### src/rtl/dm_responder.sv
`default_nettype none
// ============================================================================
// Module   : dm_responder
// Purpose  : Data-memory responder for the pipeline load/store port.
//            Request/ready/done handshake, byte-enabled stores, programmable
//            wait states, misaligned / out-of-range address reporting.
// Revision : 1.0 - initial release
// ============================================================================
module dm_responder #(
   parameter int NMEM    = 128,  // memory depth in 32-bit words
   parameter int LATENCY = 2     // wait states between accept and completion (0..15)
) (
   input  logic        clk,
   input  logic        rst_n,
   input  logic        req_i,
   input  logic        we_i,
   input  logic [31:0] addr_i,
   input  logic [31:0] wdata_i,
   input  logic [3:0]  be_i,
   output logic        ready_o,
   output logic        done_o,
   output logic [31:0] rdata_o,
   output logic        err_o
);

   localparam int AW = (NMEM > 1) ? $clog2(NMEM) : 1;

   typedef enum logic [1:0] {
      IDLE = 2'd0,
      BUSY = 2'd1,
      RESP = 2'd2
   } state_t;

   state_t        state_q;
   logic [3:0]    cnt_q;
   logic          pend_q;     // a latched transaction is waiting for its access edge
   logic          ready_q;
   logic          done_q;
   logic [31:0]   rdata_q;
   logic          err_q;

   logic          we_q;
   logic [31:0]   addr_q;
   logic [31:0]   wdata_q;
   logic [3:0]    be_q;

   logic [31:0]   mem_q [NMEM];

   logic          accept_d;
   logic          access_d;
   logic          addr_err_d;
   logic [AW-1:0] idx_d;

   // Handshake decode and address checks on the latched request
   always_comb begin
      accept_d   = req_i & ready_q;
      // The counter holds the number of wait edges still to pass before the
      // access edge; with no wait states the access follows the accept edge.
      access_d   = pend_q & ((state_q != BUSY) | (cnt_q == 4'd0));
      addr_err_d = (addr_q[1:0] != 2'b00) | (addr_q >= 32'(4 * NMEM));
      idx_d      = addr_q[AW+1:2];
   end

   // Control FSM with registered handshake and response outputs
   always_ff @(posedge clk or negedge rst_n) begin
      if (!rst_n) begin
         state_q <= IDLE;
         cnt_q   <= 4'd0;
         pend_q  <= 1'b0;
         ready_q <= 1'b1;
         done_q  <= 1'b0;
         rdata_q <= 32'd0;
         err_q   <= 1'b0;
         we_q    <= 1'b0;
         addr_q  <= 32'd0;
         wdata_q <= 32'd0;
         be_q    <= 4'd0;
      end else begin
         done_q <= access_d;

         // Completion of the pending access updates the response registers
         if (access_d) begin
            if (addr_err_d) begin
               rdata_q <= 32'd0;
               err_q   <= 1'b1;
            end else begin
               err_q <= 1'b0;
               if (!we_q) begin
                  rdata_q <= mem_q[idx_d];
               end
            end
         end

         if (accept_d) begin
            we_q    <= we_i;
            addr_q  <= addr_i;
            wdata_q <= wdata_i;
            be_q    <= be_i;
            pend_q  <= 1'b1;
            if (LATENCY > 0) begin
               state_q <= BUSY;
               cnt_q   <= 4'(LATENCY);
               ready_q <= 1'b0;
            end else begin
               // Zero wait states: stay ready so a new request can overlap
               // the access of the previous one.
               state_q <= RESP;
               ready_q <= 1'b1;
            end
         end else if (access_d) begin
            pend_q  <= 1'b0;
            state_q <= RESP;
            ready_q <= 1'b1;
         end else if (state_q == RESP) begin
            state_q <= IDLE;
            ready_q <= 1'b1;
         end else if (state_q == BUSY) begin
            cnt_q <= cnt_q - 4'd1;
         end
      end
   end

   // Byte-lane store into the word array; contents survive reset
   always_ff @(posedge clk) begin
      if (access_d && we_q && !addr_err_d) begin
         for (int i = 0; i < 4; i++) begin
            if (be_q[i]) begin
               mem_q[idx_d][8*i +: 8] <= wdata_q[8*i +: 8];
            end
         end
      end
   end

   assign ready_o = ready_q;
   assign done_o  = done_q;
   assign rdata_o = rdata_q;
   assign err_o   = err_q;

endmodule
`default_nettype wire

### config.mk
export PLATFORM = sky130hd
export DESIGN_NAME = dm_responder
export DESIGN_NICKNAME = d
export VERILOG_FILES = /design/src/rtl/dm_responder.sv
export SDC_FILE = /design/constraint.sdc
export NUM_CORES = 2
export LEC_CHECK = 0
export BUFFER_PORTS_ARGS = -buffer_cell sky130_fd_sc_hd__buf_2
export CORE_MARGIN = 2
export CORE_UTILIZATION = 45
export CTS_BUF_LIST = sky130_fd_sc_hd__clkbuf_4 sky130_fd_sc_hd__clkbuf_8
export DETAILED_ROUTE_END_ITERATION = 16
export GPL_ROUTABILITY_DRIVEN = 0
export HOLD_SLACK_MARGIN = 0.02
export PLACE_DENSITY_LB_ADDON = 0.15
export SYNTH_ARGS = -nofsm -noshare
export SYNTH_HDL_FRONTEND = slang
export SYNTH_SLANG_ARGS = --single-unit
### constraint.sdc
create_clock -name clk -period 5.05 [get_ports clk]
set_input_delay 0.505 -clock clk [delete_from_list [all_inputs] [get_ports clk]]
set_output_delay 0.505 -clock clk [all_outputs]
set_load 0.01 [all_outputs]
---- Word level (Yosys, flattened, before mapping) ----
Memory sizes are Yosys's and may differ from the RTL's.
Index checks and enable logic that the tools add are counted.
operators by class
  bitwise logic cells ..................... 4
  reductions and logical operators ........ 10
  muxes and demuxes ....................... 27
  add/sub/neg operators ................... 1
  magnitude comparators ................... 1
  equal/unequal tests ..................... 6
operators by type and width
  operator                                               count
  two-way mux 32 bit                                     2
  >= comparator 32 x 10 -> 1 bit, second input constant  1
  two-way mux 1 bit                                      18
  two-way mux 4 bit                                      4
  two-way mux 2 bit                                      3
  nonzero test 2 bit                                     3
  zero test 4 bit                                        1
  != test 2 x 1 -> 1 bit, second input constant          2
  != test 2 bit, second input constant                   2
  subtractor 4 x 1 -> 4 bit, second input constant       1
  AND reduction 3 bit                                    1
  nonzero test 3 bit                                     1
  AND 1 bit                                              2
  == test 2 x 1 -> 1 bit, second input constant          1
  == test 2 bit, second input constant                   1
  logical AND 1 bit                                      2
  bitwise OR 1 bit                                       2
  AND reduction 2 bit                                    1
  zero test 1 bit                                        1
storage, ports and cells
  input port bits ......................... 72
  register bits after elaboration ......... 111
  bits in writable memories ............... 4096
  memories kept ........................... 1
  word-level logic and storage cells ...... 61
  output and inout bits ................... 35
memories
  name   words  bits a word  read ports  clocked after Yosys merged registers in  write ports  RTL line  text
  mem_q  128    32           1           0                                        1            47        logic [31:0] mem_q [NMEM];

---- Longest topological paths before layout ----
  word-level depth ........................ 7
  mapped depth ............................ 13

---- Least setup slack after synthesis ----
Ideal clock, no wire load.
  path type ............................... register to register
  start point ............................. reg addr_q[2]
  end point ............................... mem mem_q[96][0], enable pin
  setup time .............................. 0.370 ns
  path buffers ............................ 6
  cell stages (with the launch flop) ...... 11
  clock period less this slack ............ 2.743 ns
  arrival time ............................ 2.373 ns
  slack ................................... 2.307 ns
  required time ........................... 4.680 ns
  cell sequence ........................... dfrtp_1 > buf_6 > or2_1 > buf_4 > buf_4 > buf_2 > buf_2 > nor2_1 > buf_2 > nand2_1 > nor2_1
between the ends
  word-level cells in the longest chain between the ends .. 6
ends and longest elaborated chain
  element                                  RTL line  text
  start: declaration                       43        logic [31:0] addr_q;
  start signal: assignment                 96        addr_q <= addr_i;
  >= comparator 32 x 10 -> 1 bit           60        addr_err_d = (addr_q[1:0] != 2'b00) | (addr_q >= 32'(4 * NMEM));
  bitwise OR 1 bit                         60
  zero test 1 bit                          125       if (access_d && we_q && !addr_err_d) begin
  logical AND 1 bit                        125
  two-way mux 1 bit                        125
  two-way mux 1 bit (implied by the code)  128       mem_q[idx_d][8*i +: 8] <= wdata_q[8*i +: 8];
  end: declaration                         47
Several ways; a longest one is shown, not always the timed one.

---- Worst setup path after layout ----
  start point ............................. reg addr_q[2]
  end point ............................... reg rdata_q[7] (netlist: rdata_o[7])
between the ends
  word-level cells in the longest chain between the ends .. 4
  elaborated cells on any way between the ends .. 7
ends and longest elaborated chain
  element                                  RTL line  text
  >= comparator 32 x 10 -> 1 bit           60
  bitwise OR 1 bit                         60
  != test 2 x 1 -> 1 bit (no source line)  -
  AND reduction 2 bit (no source line)     -
  end signal: assignment                   89        rdata_q <= mem_q[idx_d];
  end: declaration                         39        logic [31:0] rdata_q;
Several ways; a longest one is shown, not always the timed one. The select of a mux whose other input is x is not followed.
A chain may end at the register's enable or synchronous reset.

==> results.json <==
{
  "post-place-ws_ns": 0.5704,
  "cts_setup_buffers": 0,
  "whs_ns": 0.1021,
  "synth_commonest_cells": "4096 x edfxtp_1, 701 x nor2_1, 561 x o22ai_1",
  "synth_fp_nets": 9356,
  "fin_crit_sh_pct": 92.56,
  "synth.most_common_cell": "edfxtp_1",
  "fin_nets": 10245,
  "clk_latency_ns": 1.27,
  "wl_per_cell_microns": 36.79,
  "slew_violations": 2,
  "slew_headroom_pct": -2.283,
  "p_sw_mw": 41.76,
  "startpoint_type": "register",
  "detailed_place_hpwl_mm": 360.2,
  "holdBufCountCts": 146,
  "internal-power_mw": 68.73,
  "yosysSeqAreaShare_pct": 77.12,
  "die-area_sq_mm": 0.3672,
  "drc": 0,
  "leakagePower_nw": 59.28,
  "grt_pass1_wl_mm": 782.7,
  "netlist.area_leader.share_pct": 75.42,
  "ctsHtreeMaxLevel": 6,
  "die_w_microns": 606.0,
  "grt_overflow": 0,
  "power_frac_comb_pct": 33.0,
  "cts.sinks": 4207,
  "synth-edff-count": 4096,
  "total_power_mw": 110.5,
  "worstPathRequired_ns": 6.19,
  "end_kind": "register",
  "p_sw_share_pct": 37.80,
  "core_sq_mm": 0.3617,
  "io_buffers": 106,
  "vias": 99002,
  "ys_ff_latch": 4207,
  "fin_skew_ns": 0.08916,
  "clock_path_buffers": 4,
  "routed_wl_mm": 570.2,
  "grt_pass1_vias": 97698,
  "tightestPinTransition_ns": 1.523,
  "place_area_sq_mm": 0.1716,
  "fin_setup_tns_ns": 0,
  "final_cell_area_sq_mm": 0.1861,
  "yosys_most_used_dff": "edfxtp_1",
  "io_pins": 107,
  "start_util_pct": 45.09,
  "yosysTopAreaCell": "edfxtp_1",
  "hold_path.class": "in -> reg",
  "grt_antenna_before_repair": 25,
  "yosysUniqueCellTypes": 96,
  "failed_checks": "capacitance limit, slew limit",
  "netlist_top_cells_area": "edfxtp_1 75%, mux4_2 4.1%, o221ai_1 2.4%, o22ai_1 2.2%, mux2i_1 1.7%",
  "syn2layout_area_growth_pct": 14.11,
  "area.sequential_sq_mm": 0.1259,
  "clkPwrFrac_pct": 26.1,
  "cp_max_fo": 34,
  "cts_made_buffers": 676,
  "finalHoldViolations": 0,
  "powerDensity_mw_per_mm2": 593.7,
  "cts_tree": "built",
  "clk_pin_slew_worst_paths_ns": 0.06,
  "ir_drop_mv": 1.063,
  "root_buffer": "clkbuf_8",
  "seqPwrFrac_pct": 40.9,
  "die_y_microns": 606.0,
  "multiInputGateArea_sq_mm": 0.03326,
  "critPathKind": "reg -> reg",
  "rows": 221,
  "fill_cells": 29578,
  "async_flop_share_pct": 2.638,
  "routed_via_density": 6.387,
  "drt_iter0_drc": 13971,
  "fmax_mhz": 213.9,
  "rsz0062_at_grt": "no",
  "drt_first_pass_iters": 6,
  "cts-resized-gates": 0,
  "track_usage_pct": 30.60,
  "syn_area_sq_mm": 0.1631,
  "synth_warnings": 0,
  "ant_nets": 0,
  "crit_arrival_ns": 5.81,
  "grt_max_degree": 130,
  "fin_ws_ns": 0.3759,
  "setup_viol": 0,
  "syn-instance-count": 9282,
  "max_cap_violations": 1,
  "fin_crit_ns": 4.674,
  "avgSynthCellArea_sq_um": 17.57,
  "status": "finished, violations left",
  "drive_above_1_share_pct": 22.86
}
[worst paths after layout]
path | end | slack [ns] | startpoint | depth (start not counted)
worst max-delay path | rdata_o[7]$_DFFE_PN0P_ | 0.38 | addr_q[2]$_DFFE_PN0P_ | 11
worst min-delay path | wdata_q[4]$_DFFE_PN0P_ | 0.10 | wdata_i[4] | 4
worst max register to register | rdata_o[7]$_DFFE_PN0P_ | 0.38 | addr_q[2]$_DFFE_PN0P_ | 11
worst min register to register | addr_q[13]$_DFFE_PN0P_ | 0.48 | addr_q[13]$_DFFE_PN0P_ | 2
max in group asynchronous | wdata_q[18]$_DFFE_PN0P_ | 4.02 | rst_n | 4
min in group asynchronous | ready_o$_DFFE_PN1P_ | 0.41 | rst_n | 3
[cell usage in the layout (no fill, tap or decap), drive strengths merged, types with 17 or more instances in the layout]
master / instances
edfxtp: 4096
clkbuf: 946
buf: 739
nor2: 705
o22ai: 561
nand2: 496
o221ai: 439
o21ai: 422
mux4: 314
mux2i: 279
a21oi: 227
mux2: 223
clkinv: 211
dlygate4sd3: 145
dfrtp: 110
nand3: 97
a221oi: 70
a211oi: 62
a22oi: 56
nor3: 42
inv: 42
a31oi: 33
o211ai: 31
a211o: 24
nor4: 23
o2111ai: 20
nand4: 19
o41ai: 17
[power by group through the flow]
stage	combinational, mW	sequential (mW)	clock, mW
3_3_place_gp	35.1	45.7	0
4_1_cts	35.6	45.1	29.0
2_1_floorplan	17.6	46.9	0
3_5_place_dp	35.4	45.8	0
5_1_grt	37.3	45.2	30.5
6_report	36.5	45.2	28.8
[cell families after synthesis]
family                     synth area share, %
and+or+nand+nor                          3.726
muxes                                    7.625
xor gates and xnor gates               0.01611
adders and majority gates              0.01534
buffers and inverters                    2.644
DFF                                      77.12
AOI/OAI and AO/OA                        8.851
[metrics by stage]
stage | util [%] | instances
6_report | 51.45 | 15501
5_1_grt | 51.45 | 15493
4_1_cts | 51.45 | 15492
3_5_place_dp | 47.44 | 14141
3_3_place_gp | 47.43 | 14138
2_1_floorplan | - | 9282
[critical path, stage by stage, from the launching register on]
cell      delay, ns
dfrtp_4        0.82
buf_12         0.28
or2_4          0.65
buf_12         0.34
buf_4          0.31
o22ai_1        0.12
o21ai_0        0.24
a21oi_1        0.13
o41ai_1        1.00
o311ai_2       0.25
buf_6          0.24
o21ai_1        0.15
[registers in the layout, indices dropped and copies added (netlist names)]
signal / count
addr_q: 32
be_q: 4
cnt_q: 4
done_o: 1
err_o: 1
mem_q: 4096
pend_q: 1
rdata_o: 32
ready_o: 1
state_q: 2
wdata_q: 32
we_q: 1
[layer usage]
layer / GRT usage [%] / part of all wire [%] / up-vias / routed length [microns]
li1: - / - / 39796 / -
met1: 40.34 / 38 / 51674 / 213900
met2: 48.47 / 47 / 6312 / 265600
met3: 5.999 / 10 / 1210 / 57450
met4: 15.81 / 5.8 / 10 / 33230
met5: 0 / 0.011 / - / 65
[area by class of cell]
type | instances | share of cell area (%)
Clock inverter | 259 | 0.7934
Sequential cell | 4207 | 67.67
Multi-Input combinational cell | 4390 | 17.88
Timing Repair Buffer | 884 | 4.195
Tap cell | 4794 | 3.223
Clock buffer | 946 | 6.200
Antenna cell | 9 | 0.01210
Inverter | 12 | 0.03496
Note: power is estimated with default switching activity, not from simulation.
